`config.mk`:
```
export PLATFORM = sky130hd
export DESIGN_NAME = sync_array
export DESIGN_NICKNAME = d
export VERILOG_FILES = /design/src/rtl/sync_array.sv
export SDC_FILE = /design/constraint.sdc
export NUM_CORES = 1
export LEC_CHECK = 0
export BUFFER_PORTS_ARGS = -buffer_cell sky130_fd_sc_hd__buf_2
export CAP_MARGIN = 20
export CELL_PAD_IN_SITES_DETAIL_PLACEMENT = 2
export CELL_PAD_IN_SITES_GLOBAL_PLACEMENT = 2
export CORE_MARGIN = 2
export CORE_UTILIZATION = 25
export DETAILED_ROUTE_END_ITERATION = 10
export GPL_ROUTABILITY_DRIVEN = 0
export PLACE_DENSITY_LB_ADDON = 0.12
export SYNTH_ARGS = -nofsm -noshare
export SYNTH_HDL_FRONTEND = slang
export SYNTH_SLANG_ARGS = --single-unit
export TNS_END_PERCENT = 20
```
`constraint.sdc`:
```
create_clock -name clk -period 1.15 [get_ports clk]
set_clock_uncertainty 0.1 [all_clocks]
set_input_delay 0.1725 -clock clk [delete_from_list [all_inputs] [get_ports clk]]
set_output_delay 0.1725 -clock clk [all_outputs]
set_load 0.02 [all_outputs]
```
`src/rtl/sync_array.sv`:
```
// Multi-channel control-signal synchroniser with an optional stability filter,
// per-channel edge-detect pulses and sticky, clearable event flags.
module sync_array #(
    parameter int                  CHANNELS   = 8,
    parameter int                  STAGES     = 2,
    parameter int                  FILTER_CYC = 0,
    parameter logic [CHANNELS-1:0] RESET_VAL  = '0
) (
    input  logic                  clk,
    input  logic                  rst,
    input  logic [CHANNELS-1:0]   i_ctrl,
    input  logic [2*CHANNELS-1:0] i_mode,
    input  logic [CHANNELS-1:0]   i_clear,
    output logic [CHANNELS-1:0]   o_level,
    output logic [CHANNELS-1:0]   o_pulse,
    output logic [CHANNELS-1:0]   o_event
);

    if (STAGES < 2) begin : g_bad_stages
        $error("sync_array: STAGES must be >= 2");
    end

    logic [CHANNELS-1:0] sync_r [STAGES];
    logic [CHANNELS-1:0] sync_out;
    logic [CHANNELS-1:0] prev_r;
    logic [CHANNELS-1:0] event_r;
    logic [CHANNELS-1:0] rise;
    logic [CHANNELS-1:0] fall;

    // Bare flop chain: any logic between stages would defeat metastability settling.
    // NOTE: sequential state uses <= so every stage samples its predecessor's old value.
    always_ff @(posedge clk) begin
        if (rst) begin
            for (int n = 0; n < STAGES; n++) sync_r[n] <= RESET_VAL;
        end else begin
            sync_r[0] <= i_ctrl;
            for (int n = 1; n < STAGES; n++) sync_r[n] <= sync_r[n-1];
        end
    end

    assign sync_out = sync_r[STAGES-1];

    if (FILTER_CYC == 0) begin : g_no_filter
        assign o_level = sync_out;
    end else begin : g_filter
        localparam int              CNT_W    = $clog2(FILTER_CYC + 1);
        localparam logic [CNT_W-1:0] CNT_LAST = CNT_W'(FILTER_CYC - 1);

        logic [CNT_W-1:0]    cnt_r [CHANNELS];
        logic [CHANNELS-1:0] f_r;

        // The count restarts whenever the synced value agrees with f, so only an
        // uninterrupted run of FILTER_CYC disagreeing cycles moves the level.
        always_ff @(posedge clk) begin
            if (rst) begin
                f_r <= RESET_VAL;
                for (int k = 0; k < CHANNELS; k++) cnt_r[k] <= '0;
            end else begin
                for (int k = 0; k < CHANNELS; k++) begin
                    if (sync_out[k] == f_r[k]) begin
                        cnt_r[k] <= '0;
                    end else if (cnt_r[k] == CNT_LAST) begin
                        f_r[k]   <= sync_out[k];
                        cnt_r[k] <= '0;
                    end else begin
                        cnt_r[k] <= cnt_r[k] + CNT_W'(1);
                    end
                end
            end
        end

        assign o_level = f_r;
    end

    always_ff @(posedge clk) begin
        if (rst) prev_r <= RESET_VAL;
        else     prev_r <= o_level;
    end

    assign rise = o_level & ~prev_r;
    assign fall = ~o_level & prev_r;

    // NOTE: the default assignment first keeps this block free of inferred latches.
    always_comb begin
        o_pulse = '0;
        for (int k = 0; k < CHANNELS; k++) begin
            case (i_mode[2*k +: 2])
                2'b01:   o_pulse[k] = rise[k];
                2'b10:   o_pulse[k] = fall[k];
                2'b11:   o_pulse[k] = rise[k] | fall[k];
                default: o_pulse[k] = 1'b0;
            endcase
        end
    end

    // A new pulse beats a simultaneous clear so no event is ever lost.
    always_ff @(posedge clk) begin
        if (rst) event_r <= '0;
        else     event_r <= o_pulse | (event_r & ~i_clear);
    end

    assign o_event = event_r;

endmodule

```
==> run_summary.xml <==
<?xml version="1.0" encoding="UTF-8"?>
<metrics>
  <group name="global_routing">
    <metric name="initial_antenna_violation_count" unit="">0</metric>
    <metric name="number_of_global_route_vias_before_repair" unit="">1389</metric>
    <metric name="grt_first_pass_wirelength" unit="um">6150</metric>
    <metric name="pin_count_of_the_biggest_net_entering_global_routing" unit="">33</metric>
    <metric name="grt_use_total" unit="%">12.0</metric>
    <metric name="grt_overflow_total" unit="">0</metric>
  </group>
  <group name="clock_network">
    <metric name="worst_skew_late_latency" unit="ns">0.27</metric>
    <metric name="tritoncts" unit="">done</metric>
    <metric name="clock_path_buffers" unit="">2</metric>
    <metric name="cts-buffers-inserted" unit="">5</metric>
    <metric name="cts.sink_count" unit="">32</metric>
    <metric name="htree_levels" unit="">2</metric>
    <metric name="path_clk_slew" unit="ns">0.07</metric>
    <metric name="cts_root_buffer" unit="">sky130_fd_sc_hd__clkbuf_8</metric>
  </group>
  <group name="drt">
    <metric name="detailroute.wirelength.met2" unit="um">2260</metric>
    <metric name="via_per_inst" unit="">4.22</metric>
    <metric name="vias" unit="">1301</metric>
    <metric name="drc" unit="">0</metric>
    <metric name="wirelength" unit="um">3970</metric>
    <metric name="drt-wirelength-per-cell" unit="um">12.9</metric>
    <metric name="wirelength_met1" unit="um">1410</metric>
    <metric name="firstDrtPassIters" unit="">3</metric>
    <metric name="maxUsedRoutingLayer" unit="">met4</metric>
    <metric name="route.met3.wl" unit="um">233</metric>
    <metric name="drtIter0Drc" unit="">28</metric>
    <metric name="antenna_violating_nets_post_route" unit="">0</metric>
  </group>
  <group name="pwr">
    <metric name="cellPowerDensity" unit="nW/um^2">1150</metric>
    <metric name="intPower" unit="mW">2.15</metric>
    <metric name="seq_power_share" unit="%">42.6</metric>
    <metric name="power.switching_fraction" unit="%">22.9</metric>
    <metric name="p_leak" unit="nW">1.05</metric>
    <metric name="netSwitchingPower" unit="mW">0.636</metric>
    <metric name="finalPower" unit="mW">2.78</metric>
    <metric name="clkPwrFrac" unit="%">42.2</metric>
    <metric name="combPwrFrac" unit="%">15.2</metric>
    <metric name="vdd_drop_max" unit="uV">660</metric>
  </group>
  <group name="setup_path">
    <metric name="ff2ff_setup_slack" unit="ns">-0.27</metric>
    <metric name="critPathCaptureType" unit="">output pin</metric>
    <metric name="critPathMaxFanout" unit="">2</metric>
    <metric name="cp-endpoint" unit="">o_pulse[4]</metric>
    <metric name="worstSetupPathType" unit="">register to output pin</metric>
    <metric name="critPathSlowestCell" unit="">sky130_fd_sc_hd__dfxtp_1</metric>
    <metric name="cp_slowest_stage_delay" unit="ns">0.38</metric>
    <metric name="timing.rr.end" unit="">o_event[4]$_SDFF_PP0_</metric>
    <metric name="timing.critical_path.arrival" unit="ns">1.35</metric>
    <metric name="timing.critical_path.from_type" unit="">register</metric>
    <metric name="r2r_cells" unit="">7</metric>
    <metric name="cell_class_contributing_the_biggest_share_of_worst_path_delay" unit="">flip-flops</metric>
    <metric name="crit_path_start" unit="">prev_r[4]$_SDFF_PP0_</metric>
    <metric name="worst-endpoint-required" unit="ns">0.88</metric>
    <metric name="r2r-start" unit="">sync_r[0][12]$_SDFF_PP0_</metric>
    <metric name="worstPathCellList" unit="">inv_1, ha_1, o211ai_1, nand2_2, buf_6</metric>
    <metric name="critical_path_depth" unit="">5</metric>
    <metric name="critical_path.n_buffers_inverters" unit="">2</metric>
  </group>
  <group name="die">
    <metric name="die-area" unit="sq um">6770</metric>
    <metric name="horiz_die_dim" unit="um">82.3</metric>
    <metric name="io-pin-count" unit="">58</metric>
    <metric name="rows" unit="">28</metric>
    <metric name="coreArea" unit="sq um">5920</metric>
    <metric name="floorplan.initialDensity" unit="%">25.9</metric>
    <metric name="die_height" unit="um">82.3</metric>
  </group>
  <group name="placement">
    <metric name="detailedPlacementHpwl" unit="um">3050</metric>
    <metric name="placed_cell_count" unit="">294</metric>
    <metric name="port-buffer-count" unit="">57</metric>
  </group>
  <group name="timing">
    <metric name="fin_ws" unit="ns">-0.477</metric>
    <metric name="rsz_0062_raised_after_global_routing" unit="">yes</metric>
    <metric name="timing.final.crit_share" unit="%">142</metric>
    <metric name="clock.fmax" unit="MHz">615</metric>
    <metric name="final_hold_viol_count" unit="">0</metric>
    <metric name="max-slew-margin-rel" unit="%">81.7</metric>
    <metric name="maxSlewViolCount" unit="">0</metric>
    <metric name="hold_ws" unit="ns">0.0116</metric>
    <metric name="timing.setup.tns" unit="ns">-4.60</metric>
    <metric name="layout_min_cycle_time" unit="ns">1.63</metric>
    <metric name="timing.final.setup_violations" unit="">15</metric>
    <metric name="timing_worst_slew_pin_value" unit="ns">0.273</metric>
  </group>
  <group name="yosys">
    <metric name="synth-seq-area-share" unit="%">41.8</metric>
    <metric name="postSynthRegisterBits" unit="">32</metric>
    <metric name="synthesis.nets" unit="">203</metric>
    <metric name="syn-mean-instance-area" unit="sq um">10.0</metric>
    <metric name="yosys.area.top_type_share" unit="%">41.8</metric>
    <metric name="synthesis.yosys.warnings" unit="">0</metric>
    <metric name="synth_cells" unit="">153</metric>
    <metric name="yosys.cell_types.count" unit="">15</metric>
    <metric name="synth_area" unit="sq um">1530</metric>
    <metric name="yosys.area.top_type" unit="">sky130_fd_sc_hd__dfxtp_1</metric>
    <metric name="synth.top_cells.by_area" unit="">sky130_fd_sc_hd__dfxtp_1 (42%), sky130_fd_sc_hd__ha_1 (13%), sky130_fd_sc_hd__nor2b_1 (9.0%)</metric>
  </group>
  <group name="cells_and_area">
    <metric name="syn2layout_area_growth" unit="%">57.7</metric>
    <metric name="fin_util" unit="%">40.8</metric>
    <metric name="drive_gt1_share" unit="%">67.8</metric>
    <metric name="final_cells" unit="">308</metric>
    <metric name="num-fill-cells" unit="">652</metric>
    <metric name="nets_finish" unit="">282</metric>
    <metric name="antenna-diode-count" unit="">0</metric>
  </group>
  <group name="flow_run">
    <metric name="max-cap-violations" unit="">0</metric>
  </group>
  <group name="outcome">
    <metric name="violations_in_the_final_reports" unit="">setup timing</metric>
    <metric name="run_status" unit="">finished, violations left</metric>
  </group>
  <group name="min_path">
    <metric name="worst_hold_path_type" unit="">input port to register</metric>
  </group>
</metrics>
-- kinds of logic (layout without fill, tap and decap cells) --
group / Yosys count / in the layout / share of synthesized area (%)
buffers and inverters: 27 / 107 / 8.99
AOI/OAI and AO/OA: 16 / 16 / 10.1
DFF: 32 / 32 / 41.8
and+or+nand+nor: 62 / 62 / 26.0
adders and majority gates: 16 / 16 / 13.1
-- synthesized netlist by cell type (all sizes together) --
library cell / instances
dfxtp: 32
nor2b: 28
ha: 16
inv: 16
buf: 11
nand2: 10
a31oi: 8
nand2b: 8
nand3b: 8
nor2: 8
o21ai: 6
o211ai: 2
-- worst min path at each step --
stage | start | endpoint | cells past startpoint
after CTS | i_ctrl[1] | sync_r[0][1]$_SDFF_PP0_ | 2
after global placement | i_ctrl[2] | sync_r[0][2]$_SDFF_PP0_ | 2
after detailed placement | i_ctrl[6] | sync_r[0][6]$_SDFF_PP0_ | 2
after global routing | i_ctrl[2] | sync_r[0][2]$_SDFF_PP0_ | 2
after floorplan | rst | sync_r[0][14]$_SDFF_PP0_ | 1
final | i_ctrl[1] | sync_r[0][1]$_SDFF_PP0_ | 2
-- cell usage in the layout (no fill, tap or decap), types with 2 or more instances in the layout --
cell                       count
sky130_fd_sc_hd__dfxtp_1      18
sky130_fd_sc_hd__dfxtp_2      14
sky130_fd_sc_hd__inv_1         7
sky130_fd_sc_hd__clkbuf_8      7
sky130_fd_sc_hd__buf_6         7
sky130_fd_sc_hd__a31oi_1       2
sky130_fd_sc_hd__nor2_1        8
sky130_fd_sc_hd__o21ai_2       6
sky130_fd_sc_hd__nand2_2      10
sky130_fd_sc_hd__o211ai_1      2
sky130_fd_sc_hd__a31oi_2       5
sky130_fd_sc_hd__nor2b_4      12
sky130_fd_sc_hd__nor2b_1      16
sky130_fd_sc_hd__buf_4        23
sky130_fd_sc_hd__inv_2         9
sky130_fd_sc_hd__nand2b_1      8
sky130_fd_sc_hd__nand3b_1      8
sky130_fd_sc_hd__ha_4          8
sky130_fd_sc_hd__ha_2          3
sky130_fd_sc_hd__buf_2        51
sky130_fd_sc_hd__ha_1          5
-- power by group through the flow --
stage	clock, mW	sequential (mW)	combinational (mW)
floorplan	0	1.22	0.214
detailed placement	0	1.21	0.390
finish	1.17	1.18	0.424
CTS	1.23	1.18	0.409
global route	1.30	1.19	0.466
global placement	0	1.21	0.368
-- layout make-up --
cell class / instances / area, sq um / area share [%]
clock buffer: 7 / 96.3 / 3.99
clock inverter: 1 / 30.0 / 1.24
inverter: 16 / 60.1 / 2.49
multi-input combinational: 94 / 940 / 38.9
sequential: 32 / 658 / 27.3
tap: 75 / 93.8 / 3.89
timing repair buffer: 83 / 537 / 22.2
-- through the flow --
| stage | cell area, sq um | setup slack (ns) |
|---|---|---|
| 2_1_floorplan | 1690 | -0.0375 |
| 3_3_place_gp | 2150 | -0.144 |
| 3_5_place_dp | 2150 | -0.202 |
| 4_1_cts | 2330 | -0.497 |
| 5_1_grt | 2410 | -0.583 |
| 6_report | 2410 | -0.477 |
-- registers in the layout, summed over array words and instances, names as in the netlist --
| register | flops |
|---|---|
| o_event | 8 |
| sync_r | 16 |
| prev_r | 8 |
-- routing by layer --
layer | up-vias | global-route usage, %
li1 | 635 | -
met1 | 626 | 11.8
met2 | 34 | 23.2
met3 | 6 | 4.13
met4 | 0 | 4.00
met5 | - | 0
-- timing repair --
item,4_1_cts,5_1_grt
hold endpoints to repair,1,0
pin swaps,8,9
hold buffers,1,0
setup buffers,1,4
gates resized for setup,12,10
setup endpoints to repair,17,17
Power figures use the tool's default switching activity.
